===== src/rtl/ifu_pkg.sv =====
// Shared types for the instruction-fetch unit: FSM state encoding, queue entry layout and
// the fetch-step helper. Used by ifu_fifo and ifu_prefetch.
package ifu_pkg;

  localparam int unsigned IFU_WIDTH  = 32;
  localparam int unsigned INST_BYTES = IFU_WIDTH / 8;

  typedef enum logic [0:0] {
    S_IDLE = 1'b0,
    S_RUN  = 1'b1
  } ifu_state_t;

  typedef struct packed {
    logic [IFU_WIDTH-1:0] inst;
    logic [IFU_WIDTH-1:0] pc;
    logic                 fault;
  } ifu_entry_t;

  function automatic int unsigned inst_bytes(input int unsigned width);
    return width / 8;
  endfunction

endpackage


===== src/rtl/ifu_fifo.sv =====
// Synchronous prefetch queue: DEPTH entries (power of 2), flush has priority over push/pop,
// simultaneous push+pop allowed when full. Head output holds the last popped entry while empty.
module ifu_fifo
  import ifu_pkg::*;
#(
  parameter type         T     = ifu_entry_t,
  parameter int unsigned DEPTH = 4,
  parameter int unsigned CNT_W = $clog2(DEPTH + 1)
) (
  input  logic             clk,
  input  logic             rst_n,
  input  logic             i_flush,
  input  logic             i_push,
  input  T                 i_data,
  input  logic             i_pop,
  output T                 o_data,
  output logic [CNT_W-1:0] o_count,
  output logic             o_full,
  output logic             o_empty
);

  localparam int unsigned AW = $clog2(DEPTH);

  T                 r_mem [DEPTH];
  T                 r_hold;
  logic [AW-1:0]    r_wptr;
  logic [AW-1:0]    r_rptr;
  logic [CNT_W-1:0] r_count;
  logic             w_push;
  logic             w_pop;

  assign o_empty = (r_count == '0);
  assign o_full  = (r_count == CNT_W'(DEPTH));
  assign w_pop   = i_pop & ~o_empty & ~i_flush;
  assign w_push  = i_push & (~o_full | w_pop) & ~i_flush;
  assign o_data  = o_empty ? r_hold : r_mem[r_rptr];
  assign o_count = r_count;

  always_ff @(posedge clk) begin
    if (w_push) r_mem[r_wptr] <= i_data;
  end

  always_ff @(posedge clk or negedge rst_n) begin
    if (!rst_n) begin
      r_wptr  <= '0;
      r_rptr  <= '0;
      r_count <= '0;
      r_hold  <= '0;
    end else if (i_flush) begin
      r_wptr  <= '0;
      r_rptr  <= '0;
      r_count <= '0;
      r_hold  <= o_data;
    end else begin
      if (w_push) r_wptr <= r_wptr + 1'b1;
      if (w_pop) begin
        r_rptr <= r_rptr + 1'b1;
        r_hold <= r_mem[r_rptr];
      end
      unique case ({w_push, w_pop})
        2'b10:   r_count <= r_count + 1'b1;
        2'b01:   r_count <= r_count - 1'b1;
        default: r_count <= r_count;
      endcase
    end
  end

endmodule


===== src/rtl/ifu_prefetch.sv =====
// Instruction-fetch unit with credit-limited prefetch queue and redirect flush.
// Optional IFU_PERF_CNT_EN adds perf_fetch_cnt / perf_stall_cnt outputs.
module ifu_prefetch
  import ifu_pkg::*;
#(
  parameter int unsigned      WIDTH    = 32,
  parameter int unsigned      DEPTH    = 4,
  parameter logic [WIDTH-1:0] RESET_PC = WIDTH'(32'h8000_0000)
) (
  input  logic               clk,
  input  logic               rst_n,
  input  logic               start,
  input  logic               redirect_valid,
  input  logic [WIDTH-1:0]   redirect_pc,
  output logic               mem_req_valid,
  output logic [WIDTH-1:0]   mem_req_addr,
  input  logic               mem_req_ready,
  input  logic               mem_rsp_valid,
  input  logic [WIDTH-1:0]   mem_rsp_data,
  input  logic               mem_rsp_err,
  output logic               ifu_valid,
  output logic [2*WIDTH-1:0] ifu_data,
  output logic               ifu_fault,
`ifdef IFU_PERF_CNT_EN
  output logic [31:0]        perf_fetch_cnt,
  output logic [31:0]        perf_stall_cnt,
`endif
  input  logic               idu_ready
);

  localparam int unsigned      CNT_W = $clog2(DEPTH + 1);
  localparam logic [WIDTH-1:0] STEP  = WIDTH'(inst_bytes(WIDTH));

  typedef struct packed {
    logic [WIDTH-1:0] inst;
    logic [WIDTH-1:0] pc;
    logic             fault;
  } entry_t;

  ifu_state_t       r_state;
  ifu_state_t       w_state_nxt;
  logic [WIDTH-1:0] r_fetch_pc;
  logic [WIDTH-1:0] r_rsp_pc;
  logic [CNT_W-1:0] r_inflight;
  logic [CNT_W-1:0] r_drop;
  logic [CNT_W-1:0] w_count;
  logic [CNT_W:0]   w_credit;
  logic             w_req_valid;
  logic             w_req_fire;
  logic             w_rsp_fire;
  logic             w_push;
  logic             w_pop;
  logic             w_full;
  logic             w_empty;
  entry_t           w_push_data;
  entry_t           w_head;

  // Queued plus in-flight fetches (including ones pending drop) must fit in the queue.
  assign w_credit = {1'b0, w_count} + {1'b0, r_inflight};

  always_comb begin
    w_state_nxt = r_state;
    w_req_valid = 1'b0;
    unique case (r_state)
      S_IDLE: if (start) w_state_nxt = S_RUN;
      S_RUN: begin
        if (!start) w_state_nxt = S_IDLE;
        w_req_valid = start && (w_credit < (CNT_W+1)'(DEPTH)) && !redirect_valid;
      end
      default: w_state_nxt = S_IDLE;
    endcase
  end

  assign mem_req_valid = w_req_valid;
  assign mem_req_addr  = r_fetch_pc;
  assign w_req_fire    = w_req_valid & mem_req_ready;
  assign w_rsp_fire    = mem_rsp_valid;
  assign w_push        = w_rsp_fire && (r_drop == '0) && !redirect_valid;
  assign w_pop         = ifu_valid & idu_ready;
  assign w_push_data   = '{inst: mem_rsp_data, pc: r_rsp_pc, fault: mem_rsp_err};

  always_ff @(posedge clk or negedge rst_n) begin
    if (!rst_n) begin
      r_state    <= S_IDLE;
      r_fetch_pc <= RESET_PC;
      r_rsp_pc   <= RESET_PC;
      r_inflight <= '0;
      r_drop     <= '0;
    end else begin
      r_state <= w_state_nxt;
      if (redirect_valid) begin
        // Everything still outstanding belongs to the old stream, minus the response landing now.
        r_fetch_pc <= redirect_pc;
        r_rsp_pc   <= redirect_pc;
        r_drop     <= r_drop + r_inflight - CNT_W'(w_rsp_fire);
        r_inflight <= r_inflight - CNT_W'(w_rsp_fire);
      end else begin
        if (w_req_fire) r_fetch_pc <= r_fetch_pc + STEP;
        if (w_push) r_rsp_pc <= r_rsp_pc + STEP;
        if (w_rsp_fire && (r_drop != '0)) r_drop <= r_drop - 1'b1;
        r_inflight <= r_inflight + CNT_W'(w_req_fire) - CNT_W'(w_rsp_fire);
      end
    end
  end

  ifu_fifo #(
    .T     (entry_t),
    .DEPTH (DEPTH),
    .CNT_W (CNT_W)
  ) u_fifo (
    .clk     (clk),
    .rst_n   (rst_n),
    .i_flush (redirect_valid),
    .i_push  (w_push),
    .i_data  (w_push_data),
    .i_pop   (w_pop),
    .o_data  (w_head),
    .o_count (w_count),
    .o_full  (w_full),
    .o_empty (w_empty)
  );

  assign ifu_valid = ~w_empty;
  assign ifu_data  = {w_head.inst, w_head.pc};
  assign ifu_fault = ~w_empty & w_head.fault;

`ifdef IFU_PERF_CNT_EN
  logic [31:0] r_perf_fetch;
  logic [31:0] r_perf_stall;

  always_ff @(posedge clk or negedge rst_n) begin
    if (!rst_n) begin
      r_perf_fetch <= '0;
      r_perf_stall <= '0;
    end else begin
      if (w_push) r_perf_fetch <= r_perf_fetch + 32'd1;
      if (ifu_valid && !idu_ready) r_perf_stall <= r_perf_stall + 32'd1;
    end
  end

  assign perf_fetch_cnt = r_perf_fetch;
  assign perf_stall_cnt = r_perf_stall;
`endif

  ap_credit: assert property (@(posedge clk) disable iff (!rst_n)
    w_credit <= (CNT_W+1)'(DEPTH));
  ap_no_overflow: assert property (@(posedge clk) disable iff (!rst_n)
    !(w_full && w_push && !w_pop));

endmodule


===== config.mk =====
export PLATFORM = sky130hd
export DESIGN_NAME = ifu_prefetch
export DESIGN_NICKNAME = d
export VERILOG_FILES = /design/src/rtl/ifu_pkg.sv /design/src/rtl/ifu_fifo.sv /design/src/rtl/ifu_prefetch.sv
export SDC_FILE = /design/constraint.sdc
export NUM_CORES = 1
export LEC_CHECK = 0
export CELL_PAD_IN_SITES_DETAIL_PLACEMENT = 0
export CELL_PAD_IN_SITES_GLOBAL_PLACEMENT = 1
export CORE_MARGIN = 10
export CORE_UTILIZATION = 52
export CTS_CLUSTER_DIAMETER = 100
export DETAILED_ROUTE_END_ITERATION = 8
export PLACE_DENSITY = 0.89
export SLEW_MARGIN = 20
export SYNTH_ARGS = -nofsm -noshare
export SYNTH_HDL_FRONTEND = slang
export SYNTH_SLANG_ARGS = --single-unit

===== constraint.sdc =====
create_clock -name clk -period 5.3 [get_ports clk]
set_input_delay 1.06 -clock clk [delete_from_list [all_inputs] [get_ports clk]]
set_output_delay 1.06 -clock clk [all_outputs]
set_load 0.01 [all_outputs]

## Word level (Yosys, flattened, before mapping)

Memories as Yosys holds them, arrays and structs flattened.
Cells that the tools add are included.

| storage, ports and cells | value |
|---|---|
| RAM bits | 260 |
| input port bits | 72 |
| flip-flop bits (word level) | 143 |
| output and inout bits | 99 |
| memories | 1 |
| logic and storage cells | 75 |

| cells by class | value |
|---|---|
| equal/unequal tests | 3 |
| add/sub/neg operators | 13 |
| bitwise logic cells | 11 |
| multiplexer cells | 20 |
| order comparisons | 1 |
| reductions and logical operators | 15 |

Memory list:

| memory | depth | bits a word | rd ports | clocked after memory_dff | write ports | RTL line | source |
|---|---|---|---|---|---|---|---|
| u_fifo.r_mem | 4 | 65 | 1 | 0 | 1 | ifu_fifo.sv:24 | `T r_mem [DEPTH];` |

Operators with widths:

| kind | count |
|---|---|
| $mux W65 | 3 |
| $mux W32 | 4 |
| $add A32 B3 Y32 const B | 2 |
| $mux W3 | 4 |
| $reduce_bool A2 Y1 | 5 |
| $sub A3 B1 Y3 | 3 |
| $mux W2 | 4 |
| $and A1 B1 Y1 | 7 |
| $logic_not A3 Y1 | 2 |
| $pmux W3 S2 | 1 |
| $reduce_bool A3 Y1 | 2 |
| $sub A3 B1 Y3 const B | 2 |
| $logic_and A1 B1 Y1 | 5 |
| $add A2 B1 Y2 const B | 2 |
| $add A3 B3 Y4 | 1 |
| $lt A4 B3 Y1 const B | 1 |
| $mux W1 | 4 |
| $add A3 B1 Y3 | 1 |
| $add A3 B1 Y3 const B | 1 |
| $add A3 B3 Y3 | 1 |
| $eq A3 B3 Y1 const B | 1 |
| $not A1 Y1 | 3 |
| $eq A2 B1 Y1 const B | 1 |
| $eq A2 B2 Y1 const B | 1 |
| other kinds (2) | 2 |

## Logic depth before layout (Yosys ltp)

Gate-level depths: netlist (run 1).

| logic depth | value |
|---|---|
| word-level depth | 11 |
| depth in mapped cells | 13 |

## By module

From an unflattened synthesis (run 1), not the netlist that was laid out.

| unflattened totals | value |
|---|---|
| cells, all modules | 1070 |
| area total of the unflattened synthesis | 17321.6 sq um |

Modules (own cells, without submodules):

| module | cells each | times used | area an instance (sq um) |
|---|---|---|---|
| ifu_fifo | 611 | 1 | 13112.6 |
| ifu_prefetch | 459 | 1 | 4209.0 |

## Least setup slack after synthesis (run 1)

OpenSTA, ideal clock, no wires.

| timing | value |
|---|---|
| path kind | input -> register |
| start point | input port mem_rsp_valid |
| end point | memory u_fifo.r_mem[0][0] (netlist name), enable pin |
| path buffers | 0 |
| setup time | 0.430 ns |
| slack | 1.495 ns |
| stages | 3 |
| data arrival time | 3.375 ns |
| cell sequence | nand3b_1 nor3_1 and2_1 |

| on the way | value |
|---|---|
| longest elaborated chain between the ends | 6 |

Ends and longest elaborated chain:

| item | RTL line | source |
|---|---|---|
| start: declaration | ifu_prefetch.sv:18 | `input logic mem_rsp_valid,` |
| $logic_and A1 B1 Y1 (2 in series) | ifu_prefetch.sv:78 | `assign w_push = w_rsp_fire && (r_drop == '0) && !redirect_valid;` |
| $and A1 B1 Y1 (2 in series) | ifu_fifo.sv:35 | `assign w_push = i_push & (~o_full \| w_pop) & ~i_flush;` |
| $mux W1 | ifu_fifo.sv:40 | `if (w_push) r_mem[r_wptr] <= i_data;` |
| $mux W1 (implied by the code) | ifu_fifo.sv:40 |  |
| end: declaration | ifu_fifo.sv:24 |  |

No other way between the ends.

## Worst setup path in the final report (run 1)

| timing | value |
|---|---|
| start point | register u_fifo.r_rptr[0] |
| end point | output port ifu_data[42] |

| on the way | value |
|---|---|
| longest elaborated chain between the ends | 2 |

Ends and longest elaborated chain:

| item | RTL line | source |
|---|---|---|
| start: declaration | ifu_fifo.sv:27 | `logic [AW-1:0] r_rptr;` |
| start signal: assignment | ifu_fifo.sv:57 | `r_rptr <= r_rptr + 1'b1;` |
| $mem_v2 Z4 W65 | - |  |
| $mux W65 | ifu_fifo.sv:36 | `assign o_data = o_empty ? r_hold : r_mem[r_rptr];` |
| end: declaration | ifu_prefetch.sv:22 | `output logic [2*WIDTH-1:0] ifu_data,` |

No other way between the ends.

==> results of run 1 <==
## per-stage QoR
stage               setup WS (ps)  area [sq um]  hold slack (ps)  utilization (%)
floorplan                    1495         16950            475.3                -
global placement             1288         19170            482.9            59.22
detailed placement           1268         19170            489.9            59.22
CTS                          1132         20610            502.7            63.68
global route                 1039         20610            512.4            63.68
finish                       1209         20610            500.9            63.68
## path summary, 6_finish.rpt
path / to / cells after the start / slack (ps) / from
min: u_fifo.r_hold[40] / 1 / 500 / u_fifo.r_hold[40]
min reg2reg: u_fifo.r_hold[40] / 1 / 500 / u_fifo.r_hold[40]
max: ifu_data[42] / 4 / 1210 / u_fifo.r_rptr[0]
max reg2reg: r_inflight[2] / 13 / 2180 / r_inflight[2]
max in group asynchronous: r_rsp_pc[31] / 2 / 3640 / rst_n
min in group asynchronous: u_fifo.r_hold[56] / 1 / 620 / rst_n
## cell type report
cell class / count / area (sq um)
Multi-Input combinational cell: 562 / 5306
Inverter: 22 / 82.58
Tap cell: 442 / 553.0
Clock buffer: 58 / 1192
Fill cell: 2369 / 11760
Sequential cell: 402 / 11370
Clock inverter: 19 / 250.2
Timing Repair Buffer: 185 / 1861
## synth_stat cells, drive strengths merged
master and n:
nand4b 5, and3 10, ha 17, a211o 1
mux2i 5, nand4 21, o311ai 16, nand2 64
nor4b 1, a31oi 5, mux2 128, edfxtp 260
mux4 65, o211ai 13, a21oi 11, a21o 1
nand2b 1, or4 4, nor4bb 1, nand3b 2
and2 8, dfrtp 140, nor4 4, nor3b 1
o21ai 50, and4 5, xor2 30, o31ai 1
a21boi 1, nor2 28, dfstp 2, xnor2 9
a211oi 1, and3b 1, fa 3, clkbuf 24
buf 27, or3 2, nor2b 1, a41oi 1
nand3 32, a22o 1, inv 22, a32oi 1
nor3 11
## sequential cells by signal, indices dropped and copies added (netlist names)
name / count
u_fifo.r_mem: 260
r_drop: 3
r_state: 1
mem_req_addr: 32
u_fifo.r_wptr: 2
u_fifo.r_hold: 64
r_inflight: 3
u_fifo.r_rptr: 2
r_rsp_pc: 32
u_fifo.o_count: 3
## routing by layer
metal | GRT usage [%] | routed length [um] | up-vias
met5 | 0 | 0 | -
met4 | 4.057 | 536 | 0
met3 | 3.518 | 2099 | 50
met2 | 29.29 | 17820 | 303
met1 | 25.72 | 16720 | 5024
li1 | - | - | 4385
## power groups by stage
stage | logic [uW] | registers [uW] | clock network (uW)
3_5_place_dp | 3580 | 4110 | 0
3_3_place_gp | 3520 | 4080 | 0
6_report | 3520 | 4060 | 3010
5_1_grt | 3790 | 4110 | 3200
4_1_cts | 3610 | 4050 | 3070
2_1_floorplan | 2150 | 4010 | 0
## cells by family (layout without fill, tap and decap cells)
kind of cell,count (synthesis),after routing,synth area share (%)
AO/OA/AOI/OAI,103,103,3.772
AND/OR/NAND/NOR,202,202,6.319
XOR/XNOR,39,39,2.015
flip-flops,402,402,67.04
adder cells (fa/ha/maj),20,20,1.609
buffers and inverters,73,284,1.808
multiplexers,198,198,17.44
==> out/results.txt, run 1 <==
LEAKAGE: 0.007267 uW
Post CTS Setup Buffer Count: 0
Clock network fraction of design power: 28.5%
Initial antenna violation count: 0
Setup Crit Path Kind: flop to output pin
Tmin final: 4091 ps
Vias in the first global route: 10,230
Crit start category: flop
Area grow syn2layout: 21.61%
Worst EP arrival: 3030 ps
GRT overflow: 0
DRC violations left: 0
Cell area power density: 513.6 nW/um^2
GRT Util Overall: 18.34%
Core region area: 32,370 sq um
Critical Path, Cell by Cell: buf_12 -> mux4_2 -> mux2_2 -> clkdlybuf4s50_1
Worst Hold Class: flop to flop
Die width: 200.5 um
CTS resizes: 0
Cell Area, Synth: 16,950 sq um
Pint: 7673 uW
Fin. Hold Viols: 0
Setup violations, final: 0
YS warnings: 0
Commonest non-fill, non-tap cells in the layout: edfxtp_1, clkdlybuf4s50_1, dfrtp_1, mux2_2, mux4_2
Syn_nets: 1,129
Worst EP required: 4240 ps
Fin Setup TNS: 0 ps
Maxcap violations: 0
First-pass GRT wire length: 59,150 um
Tot Pwr: 10,590 uW
Top-Level Pins: 171
Clk root buf: clkbuf_16
Clock insertion delay at the later pin of the skew report: 520 ps
Switching Share: 27.53%
Status: finished, final reports clean
CTS Buf Count: 42
Routed WL per cell: 22.00 um
Total wire length: 37,180 um
CP max stage cell: dfrtp_4
Yosys top cell area share: 46.06%
Post-route insts no fill: 1,690
Yosys cell types: 55
Max Fclk: 244.4 MHz
CTS Buffer Depth: 3
Core Rows: 66
Nets@finish: 1,307
Fin crit share: 77.20%
Slew Viols, Final: 0
Register share of total power: 38.3%
Final ANT Viol Nets: 0
Htree depth: 2
# hold bufs at CTS: 0
Unrepaired setup endpoints after global routing: no
Number of vias per cell: 5.776
Post-DP HPWL: 23,100 um
CTS tree: yes
Flops & latches, synth: 402
Clock Skews: 13.91 ps
Clk sink count: 402
Most common cell after layout, fill and taps aside: edfxtp_1
Net Sw Power: 2914 uW
WP buf/inv: 2
Diodes inserted: 0
Share of layout cells above drive strength 1: 23.32%
Mapped Avg Cell Area: 16.35 sq um
Chip height: 200.5 um
Largest area contributor in the netlist: edfxtp_1
Critical path's top delay family: buffers and inverters
Drt pass-1 iters: 4
Starting Density: 52.36%
Worst slew margin: 27.88%
Comb pwr share: 33.2%
# port buffers: 170
Worst-Margin Slew: 1078 ps
Max Fanout on Critical Path: 51
Max VDD drop: 0.3264 mV
Gpl congestion: 0.8337
Area contributors post-synth: edfxtp_1, dfrtp_1, mux4_2, mux2_2, xor2_1
Inst Count DP: 1,613
Largest stage delay, worst path: 650 ps
Worst-path clk slew: 60 ps
Seq/Total Area, Yosys: 67.04%
Via count: 9,762
CP Capture Type: output pin
Iteration-0 DRC Markers: 763
Gate count of the mapped netlist: 1,037
Largest net degree at the start of global routing: 86
Die ar.: 40,220 sq um
(Power assumes the default switching activity.)
==> inputs of run 2 (changes only) <==
Settings changed: CORE_UTILIZATION 52 to 48, PLACE_DENSITY 0.89 to 0.83.
Clock period 5.3 ns to 3.9 ns, I/O delays scaled along.
==> out/results.txt, run 2 (same netlist as run 1, synthesis figures left out) <==
Cell area power density: 682.5 nW/um^2 (was 513.6 nW/um^2)
Chip height: 207.9 um (was 200.5 um)
First-pass GRT wire length: 58,970 um (was 59,150 um)
Tmin final: 3539 ps
Nets@finish: 1,314 (was 1,307)
Number of vias per cell: 5.632 (was 5.776)
Net Sw Power: 3954 uW (was 2914 uW)
Total wire length: 36,510 um (was 37,180 um)
CTS Buf Count: 41 (was 42)
CP max stage cell: dfrtp_4 (unchanged)
Clock Skews: 12.64 ps (was 13.91 ps)
Most flops, register: u_fifo.r_mem (unchanged)
Max VDD drop: 0.4762 mV (was 0.3264 mV)
Worst Hold Class: input port to asynchronous set/reset pin (was flop to flop)
Comb pwr share: 34.9% (was 33.2%)
Clock insertion delay at the later pin of the skew report: 520 ps (about the same)
Top-Level Pins: 171 (unchanged)
GRT Util Overall: 16.86% (was 18.34%)
CTS resizes: 0 (unchanged)
CTS tree: yes (unchanged)
Critical Path, Cell by Cell: buf_12 -> mux4_2 -> mux2_2 -> clkdlybuf4s50_1 (unchanged)
Starting Density: 48.83% (was 52.36%)
Fin Setup TNS: 0 ps (unchanged)
Inst Count DP: 1,634 (was 1,613)
CP Capture Type: output pin (unchanged)
Status: finished, final reports clean (unchanged)
# port buffers: 170 (unchanged)
Clock network fraction of design power: 26.1% (was 28.5%)
Diodes inserted: 0 (unchanged)
Setup violations, final: 0 (unchanged)
Die width: 207.9 um (was 200.5 um)
Largest net degree at the start of global routing: 89 (was 86)
Flop2flop setup slack: 1190 ps (was 2180 ps)
Final Util: 59.35% (was 63.68%)
Most common cell after layout, fill and taps aside: edfxtp_1 (unchanged)
Critical R2R Launch: u_fifo.o_count[2] (was r_inflight[2])
Worst EP arrival: 2760 ps (was 3030 ps)
Cells on worst reg2reg path: 11 (was 13)
Placed inst area: 19,340 sq um (was 19,170 sq um)
Gpl congestion: 0.7703 (was 0.8337)
Setup Crit Path Kind: flop to output pin (unchanged)
FF-to-FF End: r_inflight[2] (unchanged)
Post-route insts no fill: 1,707 (was 1,690)
CTS Buffer Depth: 3 (unchanged)
Initial antenna violation count: 0 (unchanged)
Pint: 10,110 uW (was 7673 uW)
Via count: 9,614 (was 9,762)
Register share of total power: 39.0% (was 38.3%)
Slew Viols, Final: 0 (unchanged)
Iteration-0 DRC Markers: 620 (was 763)
Final ANT Viol Nets: 0 (unchanged)
GRT overflow: 0 (unchanged)
LEAKAGE: 0.007245 uW (was 0.007267 uW)
Post-DP HPWL: 23,300 um (was 23,100 um)
Commonest non-fill, non-tap cells in the layout: edfxtp_1, clkdlybuf4s50_1, dfrtp_1, mux2_2, mux4_2 (unchanged)
Routed WL per cell: 21.39 um (was 22.00 um)
Largest regs: u_fifo.r_mem: 260 flops, u_fifo.r_hold: 64 flops (unchanged)
Fin crit share: 90.74%
Worst slew margin: 38.04% (was 27.88%)
Drt pass-1 iters: 5 (was 4)
Crit start category: flop (unchanged)
Max Fanout on Critical Path: 28 (was 51)
Largest stage delay, worst path: 560 ps (was 650 ps)
Die ar.: 43,230 sq um (was 40,220 sq um)
Switching Share: 28.12% (was 27.53%)
WP buf/inv: 2 (unchanged)
Post CTS Setup Buffer Count: 0 (unchanged)
Htree depth: 2 (unchanged)
Worst EP required: 3120 ps (was 4240 ps)
Area grow syn2layout: 21.55% (was 21.61%)
# hold bufs at CTS: 0 (unchanged)
Maxcap violations: 0 (unchanged)
Max Fclk: 282.6 MHz
Core Rows: 68 (was 66)
Share of layout cells above drive strength 1: 23.24% (was 23.32%)
WHS: 292.1 ps (was 500.9 ps)
Design area: 20,600 sq um (was 20,610 sq um)
Fin. Hold Viols: 0 (unchanged)
Worst-Margin Slew: 929.3 ps (was 1078 ps)
Core region area: 34,710 sq um (was 32,370 sq um)
DRC violations left: 0 (unchanged)
Worst-path clk slew: 60 ps (about the same)
Vias in the first global route: 10,260 (was 10,230)
Clk root buf: clkbuf_16 (unchanged)
Max reg flops: 260 (unchanged)
Unrepaired setup endpoints after global routing: no (unchanged)
Critical path's top delay family: multiplexers (was buffers and inverters)
Clk sink count: 402 (unchanged)
[run 2: power by group through the flow]
stage / sequential (uW) / clock (uW) / combinational [uW]
after global routing: 5560 / 3950 / 5320
after global placement: 5530 / 0 / 4960
after CTS: 5490 / 3780 / 5030
final: 5480 / 3680 / 4900
after floorplan: 5440 / 0 / 2920
after detailed placement: 5570 / 0 / 5010
[run 2: cell type report]
class	count	area (sq um)
multi-input cells	562	5306
well taps	455	569.3
inverters	22	82.58
fillers	2690	14110
flip-flops and latches	402	11370
repair buffers	193	2008
clock inverters	15	96.34
clock buffers	58	1170
[run 2: worst max-delay path by stage]
stage | startpoint | to | slack, ps | depth (start not counted)
after floorplan | mem_rsp_valid | u_fifo.r_mem[0][0] | 370 | 3
after global placement | start | r_inflight[2] | 620 | 11
after detailed placement | start | r_inflight[2] | 540 | 11
after CTS | u_fifo.r_rptr[0] | ifu_data[16] | 300 | 4
after global routing | u_fifo.r_rptr[0] | ifu_data[19] | 220 | 4
final | u_fifo.r_rptr[0] | ifu_data[19] | 360 | 4
[run 2: worst register-to-register path, cell delays in order (launching register included)]
cell	delay, ps
dfrtp_1	430
ha_1	210
nor4bb_1	300
and4_1	280
inv_2	50
ha_1	260
inv_1	30
ha_1	180
fa_1	370
xor2_1	150
o21ai_0	200
xor2_1	170
[run 2: per-layer routing]
metal	track usage, %	part of all wire [%]	wire length [um]	up-vias
met5	0	0	0	-
met4	3.537	1.5	537	0
met3	3.789	5.7	2077	42
met2	27.31	48	17480	245
met1	22.90	45	16420	4939
li1	-	-	-	4388
[run 2: stage by stage]
step           setup WS [ps]  total power, uW
5_1_grt                219.8            14840
2_1_floorplan          374.9             8366
3_5_place_dp           538.7            10580
6_report               361.3            14060
3_3_place_gp           618.3            10480
4_1_cts                296.8            14300
